### src/rtl/exposure_sequencer.sv
// rtl/exposure_sequencer.sv - multi-channel relay exposure timer with shared ARM/FIRE/ABORT control
// Optional cumulative ON-time watchdog: define EXPOSURE_WATCHDOG_EN.
module exposure_sequencer #(
  parameter int CLK_HZ   = 16_000_000,
  parameter int TICK_HZ  = 1000,
  parameter int CHANNELS = 2,
  parameter int TIME_W   = 14
`ifdef EXPOSURE_WATCHDOG_EN
  , parameter int WDOG_MAX = 20000
`endif
) (
  input  logic                      clk,
  input  logic                      reset_n,
  input  logic                      arm,
  input  logic                      fire,
  input  logic                      abort,
  input  logic                      cfg_we,
  input  logic [$clog2(CHANNELS):0] cfg_ch,
  input  logic [1:0]                cfg_sel,
  input  logic [TIME_W-1:0]         cfg_data,
  output logic [CHANNELS-1:0]       ch_out,
  output logic [1:0]                state,
  output logic                      done,
  output logic                      cfg_err,
  output logic [TIME_W-1:0]         rep_cnt0
);

  localparam int TICK_DIV = CLK_HZ / TICK_HZ;
  localparam int PRE_W    = $clog2(TICK_DIV);
  localparam int CH_W     = $clog2(CHANNELS) + 1;
  localparam logic [PRE_W-1:0]  TICK_LAST = PRE_W'(TICK_DIV - 1);
  localparam logic [PRE_W-1:0]  PRE_ONE   = PRE_W'(1);
  localparam logic [CH_W-1:0]   CH_LIM    = CH_W'(CHANNELS);
  localparam logic [TIME_W-1:0] TIME_MAX  = TIME_W'(9999);
  localparam logic [TIME_W-1:0] ONE       = TIME_W'(1);
  localparam logic [TIME_W-1:0] ON_RST    = TIME_W'(3000);
  localparam logic [TIME_W-1:0] OFF_RST   = TIME_W'(100);
`ifdef EXPOSURE_WATCHDOG_EN
  localparam int WDOG_W = $clog2(WDOG_MAX + 1);
  localparam logic [WDOG_W-1:0] WDOG_LIM = WDOG_W'(WDOG_MAX);
  localparam logic [WDOG_W-1:0] WDOG_ONE = WDOG_W'(1);
`endif

  typedef enum logic [1:0] {S_IDLE = 2'd0, S_ARMED = 2'd1, S_FIRE = 2'd2, S_FAULT = 2'd3} state_t;

  typedef struct packed {
    logic              off;
    logic              done;
    logic              out;
    logic [TIME_W-1:0] rep;
  } rep_start_t;

  state_t              r_state, w_state_nxt;
  logic [PRE_W-1:0]    r_presc, w_presc_nxt;
  logic [TIME_W-1:0]   r_on      [CHANNELS];
  logic [TIME_W-1:0]   r_off     [CHANNELS];
  logic [TIME_W-1:0]   r_reps    [CHANNELS];
  logic [TIME_W-1:0]   r_cnt     [CHANNELS];
  logic [TIME_W-1:0]   r_rep     [CHANNELS];
  logic [TIME_W-1:0]   w_cnt_nxt [CHANNELS];
  logic [TIME_W-1:0]   w_rep_nxt [CHANNELS];
  logic [CHANNELS-1:0] r_phase, w_phase_nxt;
  logic [CHANNELS-1:0] r_ch_done, w_ch_done_nxt;
  logic [CHANNELS-1:0] r_ch_out, w_ch_out_nxt;
  logic                r_fire_q, r_done, w_done_nxt, r_cfg_err;
  logic                w_tick, w_fire_rise, w_cfg_ok, w_cfg_err_nxt;
  logic [TIME_W-1:0]   w_cfg_val;
`ifdef EXPOSURE_WATCHDOG_EN
  logic [WDOG_W-1:0]   r_wdog     [CHANNELS];
  logic [WDOG_W-1:0]   w_wdog_nxt [CHANNELS];
  logic                w_wdog_trip;
`endif

  // Begin a repetition at completed count rep_in; a zero on_time counts the rep without a pulse.
  function automatic rep_start_t start_rep(input logic [TIME_W-1:0] on_t,
                                           input logic [TIME_W-1:0] reps_t,
                                           input logic [TIME_W-1:0] rep_in);
    rep_start_t s;
    s = '0;
    s.rep = rep_in;
    if (rep_in == reps_t) begin
      s.done = 1'b1;
    end else if (on_t != '0) begin
      s.out = 1'b1;
    end else begin
      s.rep = rep_in + ONE;
      if (s.rep == reps_t) s.done = 1'b1;
      else                 s.off  = 1'b1;
    end
    return s;
  endfunction

  assign w_tick        = (r_presc == TICK_LAST);
  assign w_fire_rise   = fire && !r_fire_q;
  assign w_cfg_ok      = cfg_we && (r_state == S_IDLE) && (cfg_ch < CH_LIM);
  assign w_cfg_err_nxt = cfg_we && ((r_state != S_IDLE) || (cfg_ch >= CH_LIM));
  assign w_cfg_val     = (cfg_data > TIME_MAX) ? TIME_MAX : cfg_data;

  always_comb begin
    rep_start_t        v_rs;
    logic [TIME_W-1:0] v_rep;
`ifdef EXPOSURE_WATCHDOG_EN
    logic [WDOG_W-1:0] v_wd;
`endif
    v_rs          = '0;
    v_rep         = '0;
    w_state_nxt   = r_state;
    w_presc_nxt   = r_presc;
    w_cnt_nxt     = r_cnt;
    w_rep_nxt     = r_rep;
    w_phase_nxt   = r_phase;
    w_ch_done_nxt = r_ch_done;
    w_ch_out_nxt  = r_ch_out;
    w_done_nxt    = 1'b0;
`ifdef EXPOSURE_WATCHDOG_EN
    v_wd          = '0;
    w_wdog_nxt    = r_wdog;
    w_wdog_trip   = 1'b0;
`endif
    case (r_state)
      S_IDLE: begin
        if (arm && !abort) w_state_nxt = S_ARMED;
      end
      S_ARMED: begin
        if (abort || !arm) begin
          w_state_nxt  = S_IDLE;
          w_ch_out_nxt = '0;
        end else if (w_fire_rise) begin
          w_state_nxt = S_FIRE;
          w_presc_nxt = '0;
          for (int i = 0; i < CHANNELS; i++) begin
            v_rs             = start_rep(r_on[i], r_reps[i], '0);
            w_cnt_nxt[i]     = '0;
            w_rep_nxt[i]     = v_rs.rep;
            w_phase_nxt[i]   = v_rs.off;
            w_ch_done_nxt[i] = v_rs.done;
            w_ch_out_nxt[i]  = v_rs.out;
`ifdef EXPOSURE_WATCHDOG_EN
            w_wdog_nxt[i]    = '0;
`endif
          end
        end
      end
      S_FIRE: begin
        if (abort || !arm) begin
          w_state_nxt  = S_IDLE;
          w_ch_out_nxt = '0;
        end else begin
          w_presc_nxt = w_tick ? '0 : r_presc + PRE_ONE;
          for (int i = 0; i < CHANNELS; i++) begin
            if (w_tick && !r_ch_done[i]) begin
              if (!r_phase[i]) begin
`ifdef EXPOSURE_WATCHDOG_EN
                v_wd          = r_wdog[i] + WDOG_ONE;
                w_wdog_nxt[i] = v_wd;
                if (v_wd == WDOG_LIM) w_wdog_trip = 1'b1;
`endif
                if (r_cnt[i] == r_on[i] - ONE) begin
                  v_rep        = r_rep[i] + ONE;
                  w_cnt_nxt[i] = '0;
                  w_rep_nxt[i] = v_rep;
                  if (v_rep == r_reps[i]) begin
                    w_ch_done_nxt[i] = 1'b1;
                    w_ch_out_nxt[i]  = 1'b0;
                  end else if (r_off[i] != '0) begin
                    w_phase_nxt[i]  = 1'b1;
                    w_ch_out_nxt[i] = 1'b0;
                  end
                end else begin
                  w_cnt_nxt[i] = r_cnt[i] + ONE;
                end
              end else if ((r_off[i] == '0) || (r_cnt[i] == r_off[i] - ONE)) begin
                v_rs             = start_rep(r_on[i], r_reps[i], r_rep[i]);
                w_cnt_nxt[i]     = '0;
                w_rep_nxt[i]     = v_rs.rep;
                w_phase_nxt[i]   = v_rs.off;
                w_ch_done_nxt[i] = v_rs.done;
                w_ch_out_nxt[i]  = v_rs.out;
              end else begin
                w_cnt_nxt[i] = r_cnt[i] + ONE;
              end
            end
          end
          if (&w_ch_done_nxt) begin
            w_done_nxt   = 1'b1;
            w_state_nxt  = S_ARMED;
            w_ch_out_nxt = '0;
          end
`ifdef EXPOSURE_WATCHDOG_EN
          if (w_wdog_trip) begin
            w_done_nxt   = 1'b0;
            w_state_nxt  = S_FAULT;
            w_ch_out_nxt = '0;
          end
`endif
        end
      end
      default: begin
        w_ch_out_nxt = '0;
        if (abort) w_state_nxt = S_IDLE;
      end
    endcase
  end

  always_ff @(posedge clk or negedge reset_n) begin
    if (!reset_n) begin
      r_state   <= S_IDLE;
      r_presc   <= '0;
      r_phase   <= '0;
      r_ch_done <= '0;
      r_ch_out  <= '0;
      r_fire_q  <= 1'b0;
      r_done    <= 1'b0;
      r_cfg_err <= 1'b0;
      for (int i = 0; i < CHANNELS; i++) begin
        r_cnt[i] <= '0;
        r_rep[i] <= '0;
`ifdef EXPOSURE_WATCHDOG_EN
        r_wdog[i] <= '0;
`endif
      end
    end else begin
      r_state   <= w_state_nxt;
      r_presc   <= w_presc_nxt;
      r_phase   <= w_phase_nxt;
      r_ch_done <= w_ch_done_nxt;
      r_ch_out  <= w_ch_out_nxt;
      r_fire_q  <= fire;
      r_done    <= w_done_nxt;
      r_cfg_err <= w_cfg_err_nxt;
      r_cnt     <= w_cnt_nxt;
      r_rep     <= w_rep_nxt;
`ifdef EXPOSURE_WATCHDOG_EN
      r_wdog    <= w_wdog_nxt;
`endif
    end
  end

  always_ff @(posedge clk or negedge reset_n) begin
    if (!reset_n) begin
      for (int i = 0; i < CHANNELS; i++) begin
        r_on[i]   <= ON_RST;
        r_off[i]  <= OFF_RST;
        r_reps[i] <= ONE;
      end
    end else if (w_cfg_ok) begin
      for (int i = 0; i < CHANNELS; i++) begin
        if (cfg_ch == CH_W'(i)) begin
          case (cfg_sel)
            2'd0:    r_on[i]   <= w_cfg_val;
            2'd1:    r_off[i]  <= w_cfg_val;
            2'd2:    r_reps[i] <= w_cfg_val;
            default: ;
          endcase
        end
      end
    end
  end

  assign ch_out   = r_ch_out;
  assign state    = r_state;
  assign done     = r_done;
  assign cfg_err  = r_cfg_err;
  assign rep_cnt0 = r_rep[0];

endmodule

### config.mk
export PLATFORM = sky130hd
export DESIGN_NAME = exposure_sequencer
export DESIGN_NICKNAME = d
export VERILOG_FILES = /design/src/rtl/exposure_sequencer.sv
export SDC_FILE = /design/constraint.sdc
export NUM_CORES = 1
export LEC_CHECK = 0
export ABC_AREA = 0
export CELL_PAD_IN_SITES_DETAIL_PLACEMENT = 2
export CELL_PAD_IN_SITES_GLOBAL_PLACEMENT = 2
export CORE_MARGIN = 5
export CORE_UTILIZATION = 35
export DETAILED_ROUTE_END_ITERATION = 8
export GPL_TIMING_DRIVEN = 0
export PLACE_DENSITY = 0.81
export SLEW_MARGIN = 20
export SYNTH_ARGS = -nofsm -noshare
export SYNTH_HDL_FRONTEND = slang
export SYNTH_SLANG_ARGS = --single-unit
### constraint.sdc
create_clock -name clk -period 3 [get_ports clk]
set_input_delay 0.6 -clock clk [delete_from_list [all_inputs] [get_ports clk]]
set_output_delay 0.6 -clock clk [all_outputs]
set_load 0.005 [all_outputs]
==> flow_summary.yaml <==
outcome:
  outcome: "finished with violations"
  violations: "negative setup slack"
global_route:
  gr-total-overflow: 0
  grt_usage: 0.2549
  first_global_vias: 11900
  antenna_found_initial: 4
  grt_pass1_wl_um: 68870
  maximum_number_of_pins_on_one_net_before_global_route_repair: 85
place:
  dp_hpwl_um: 28580
  detailedPlace.worstSlack_ps: -1353
  io_buffer_count: 42
  gp_routability_congestion: 0.8495
logic_synthesis:
  synth_sequential_area_ratio: 0.3836
  dominantRegCellSynth: "dfrtp_1"
  synth_largest_area_cell: "dfrtp_1"
  postSynthNetCount: 1319
  synthesis.instances: 1279
  synth_common_cells: "nand2_1, o21ai_0, dfrtp_1"
  netlist_area_um2: 10840
  netlist_top_cells_area: "dfrtp_1, o21ai_0, nand2_1"
  synth_cell_types: 83
  synthesis.area_per_instance_um2: 8.473
  fraction_of_post_synthesis_cell_area_in_the_top_cell_type_by_area: 0.3302
  yosys.cell_count.top_type: "nand2_1"
  synth_async_sr_flop_share: 1.000
  yosys_warnings: 0
  synth_edf_count: 0
  register_bit_count_reported_by_yosys: 165
clock_network:
  worstSkewPairLatency_ps: 450
  cts.root.buffer_cell: "clkbuf_16"
  tritoncts: "built"
  cts_hold_buffers: 0
  cts.sinks: 165
  cts.clk_slew.worst_paths_ps: 70
  htreeDepth: 4
  clock_path_buffers: 2
  cts_buffers: 17
timing:
  timing_hold_violations_final: 0
  finalClockSkew_ps: 18.68
  final_slew_violations: 0
  achievable-frequency_mhz: 272.5
  finalCriticalPeriod_ps: 3670
  final_critical_path_setup_slack_ps: -670.0
  final_critical_path_share_of_the_clock_period: 1.223
  maxSlewHeadroom: 0.3004
  grt_setup_unrepaired: "yes"
  hold_ws_ps: 128.5
  worst_slew_pin_tran_ps: 1046
  report.final.setup_viol: 64
critical_path:
  origin_of_the_critical_flop_to_flop_path: "r_off[23]"
  timing.critical_path.fanout_max: 5
  critical_path_capture_point_type: "register"
  timing.critical_path.required_ps: 3330
  critPathLaunchType: "register"
  worst_setup_path_startpoint: "r_off[23]"
  cp_data_arrival_time_ps: 4000
  worst-setup-path-type: "reg2reg"
finish:
  final.fill_count: 3250
  drive_above_1_share: 0.2509
  multi_input_comb_area_um2: 7228
  seq_area_um2: 4169
  synthToLayoutAreaGrowth_pct: 31.21
  num-nets-final: 1438
floorplanning:
  chipWidth_um: 186.0
  design.die.area_um2: 34580
  coreArea_um2: 30590
  rows: 64
  die_h_um: 186.0
  boundaryPins: 44
  initial_utilization: 0.3543
route:
  met3RoutedLength_um: 2429
  routed_wire_length_per_instance_um: 27.42
  initial_drt_markers: 772
  drt-met1-wl_um: 20300
  routed_wl_um: 49580
  vias_per_cell: 6.197
  highest_layer: "met4"
  final_antenna_net_count: 0
  drt_drc_violations_left: 0
  vias: 11210
  detail_route.first_pass.iterations: 5
  wl_met2_um: 25060
power_and_ir_drop:
  ir_worst_vdd_mv: 0.5109
  cellLeakagePower_uw: 0.005907
  p_per_area_nw_per_um2: 940.1
hold_path:
  hp-class: "in2async"
flow_run:
  drv_cap: 0
==> timing repair <==
| action | CTS | global route |
|---|---|---|
| gates cloned | 2 | 0 |
| resized for setup | 165 | 141 |
| pin swaps | 50 | 34 |
| buffers inserted | 43 | 28 |
| endpoints found under the setup margin | 74 | 71 |
==> worst paths after layout <==
| kind | to | slack, ps | cells past startpoint |
|---|---|---|---|
| setup reg to reg | state[1] | -670 | 9 |
| min in group clk | r_presc[13] | 500 | 1 |
| hold reg to reg | r_presc[13] | 500 | 1 |
| hold / removal | rep_cnt0[8] | 130 | 1 |
| max in group asynchronous | r_cnt[0] | 1890 | 2 |
| setup / recovery | state[1] | -670 | 9 |
==> cell families (layout without fill, tap and decap cells) <==
kind of cell	count (synthesis)	count (layout)	synth area share
adder cells (fa/ha/maj)	16	16	0.01847
AND/OR/NAND/NOR	512	512	0.2414
buffers and inverters	125	257	0.05080
other	0	1	0
multiplexers	14	14	0.01374
AO/OA/AOI/OAI	326	326	0.1928
XOR/XNOR	121	121	0.09918
flip-flops	165	165	0.3836
==> flip-flops by register name, indices dropped and copies added (netlist names), 2 cells and up <==
name,flops
r_cnt,28
r_off,28
r_on,28
r_reps,28
r_presc,14
r_rep,14
rep_cnt0,14
ch_out,2
r_ch_done,2
r_phase,2
state,2
==> routing by layer <==
| metal | GRT usage | vias up |
|---|---|---|
| met5 | 0 | - |
| met4 | 0.09298 | 0 |
| met3 | 0.04006 | 123 |
| met2 | 0.4377 | 380 |
| met1 | 0.3248 | 5864 |
| li1 | - | 4838 |
==> critical path, stage by stage, from the launching register on <==
cell,delay (ps)
dfrtp_1,450
or4_4,610
o21ai_1,300
o2111ai_2,250
a2111oi_4,470
a311oi_2,240
a211oi_4,260
o211ai_1,350
a21oi_2,310
mux2_4,320
==> power breakdown <==
group / switching [uW] / total (uW) / internal, uW
clock: 1060 / 2410 / 1360
combinational: 4080 / 7050 / 2970
sequential: 990 / 3900 / 2910
==> per-stage QoR <==
step           utilization  total power [uW]  setup TNS (ps)  cell area [um2]  cells
2_1_floorplan            -              6972          -285.4            10880   1279
3_3_place_gp        0.3857              8235         -995430            11800   1717
3_5_place_dp        0.3868              8561          -62630            11830   1718
4_1_cts             0.4394             12070           -5684            13440   1783
5_1_grt             0.4647             13970          -27250            14220   1807
6_report            0.4648             13370          -22640            14220   1808
==> layout by cell type (no fill, tap or decap), types with 9 or more instances in the layout <==
cell               n
a211oi_1           9
a21o_1            13
a21oi_1           24
a31oi_1           12
and3_1            17
buf_4             61
buf_6             20
clkbuf_1          39
clkbuf_16         17
clkdlybuf4s50_1   41
dfrtp_1          133
dfrtp_2           10
dfstp_2           22
ha_1              10
inv_1             32
nand2_1          156
nand2b_1          12
nand3_1           42
nand4_1           24
nor2_1            74
nor2b_1           11
nor3_1            24
nor4_1            17
o211ai_1           9
o21ai_0          116
o21ai_1           10
o21ai_2           25
o31ai_1           10
o31ai_2            9
or3_1             14
xnor2_1           56
xor2_1            59
==> area by class of cell <==
cell class              count  share of cell area
multi-input cells         989              0.5084
flip-flops and latches    165              0.2932
repair buffers            114             0.08193
well taps                 396             0.03485
clock buffers              20             0.03212
plain buffers              74             0.02878
clock inverters            12             0.01082
inverters                  37            0.009768
diodes                      1           0.0001760
(Power assumes the default switching activity.)
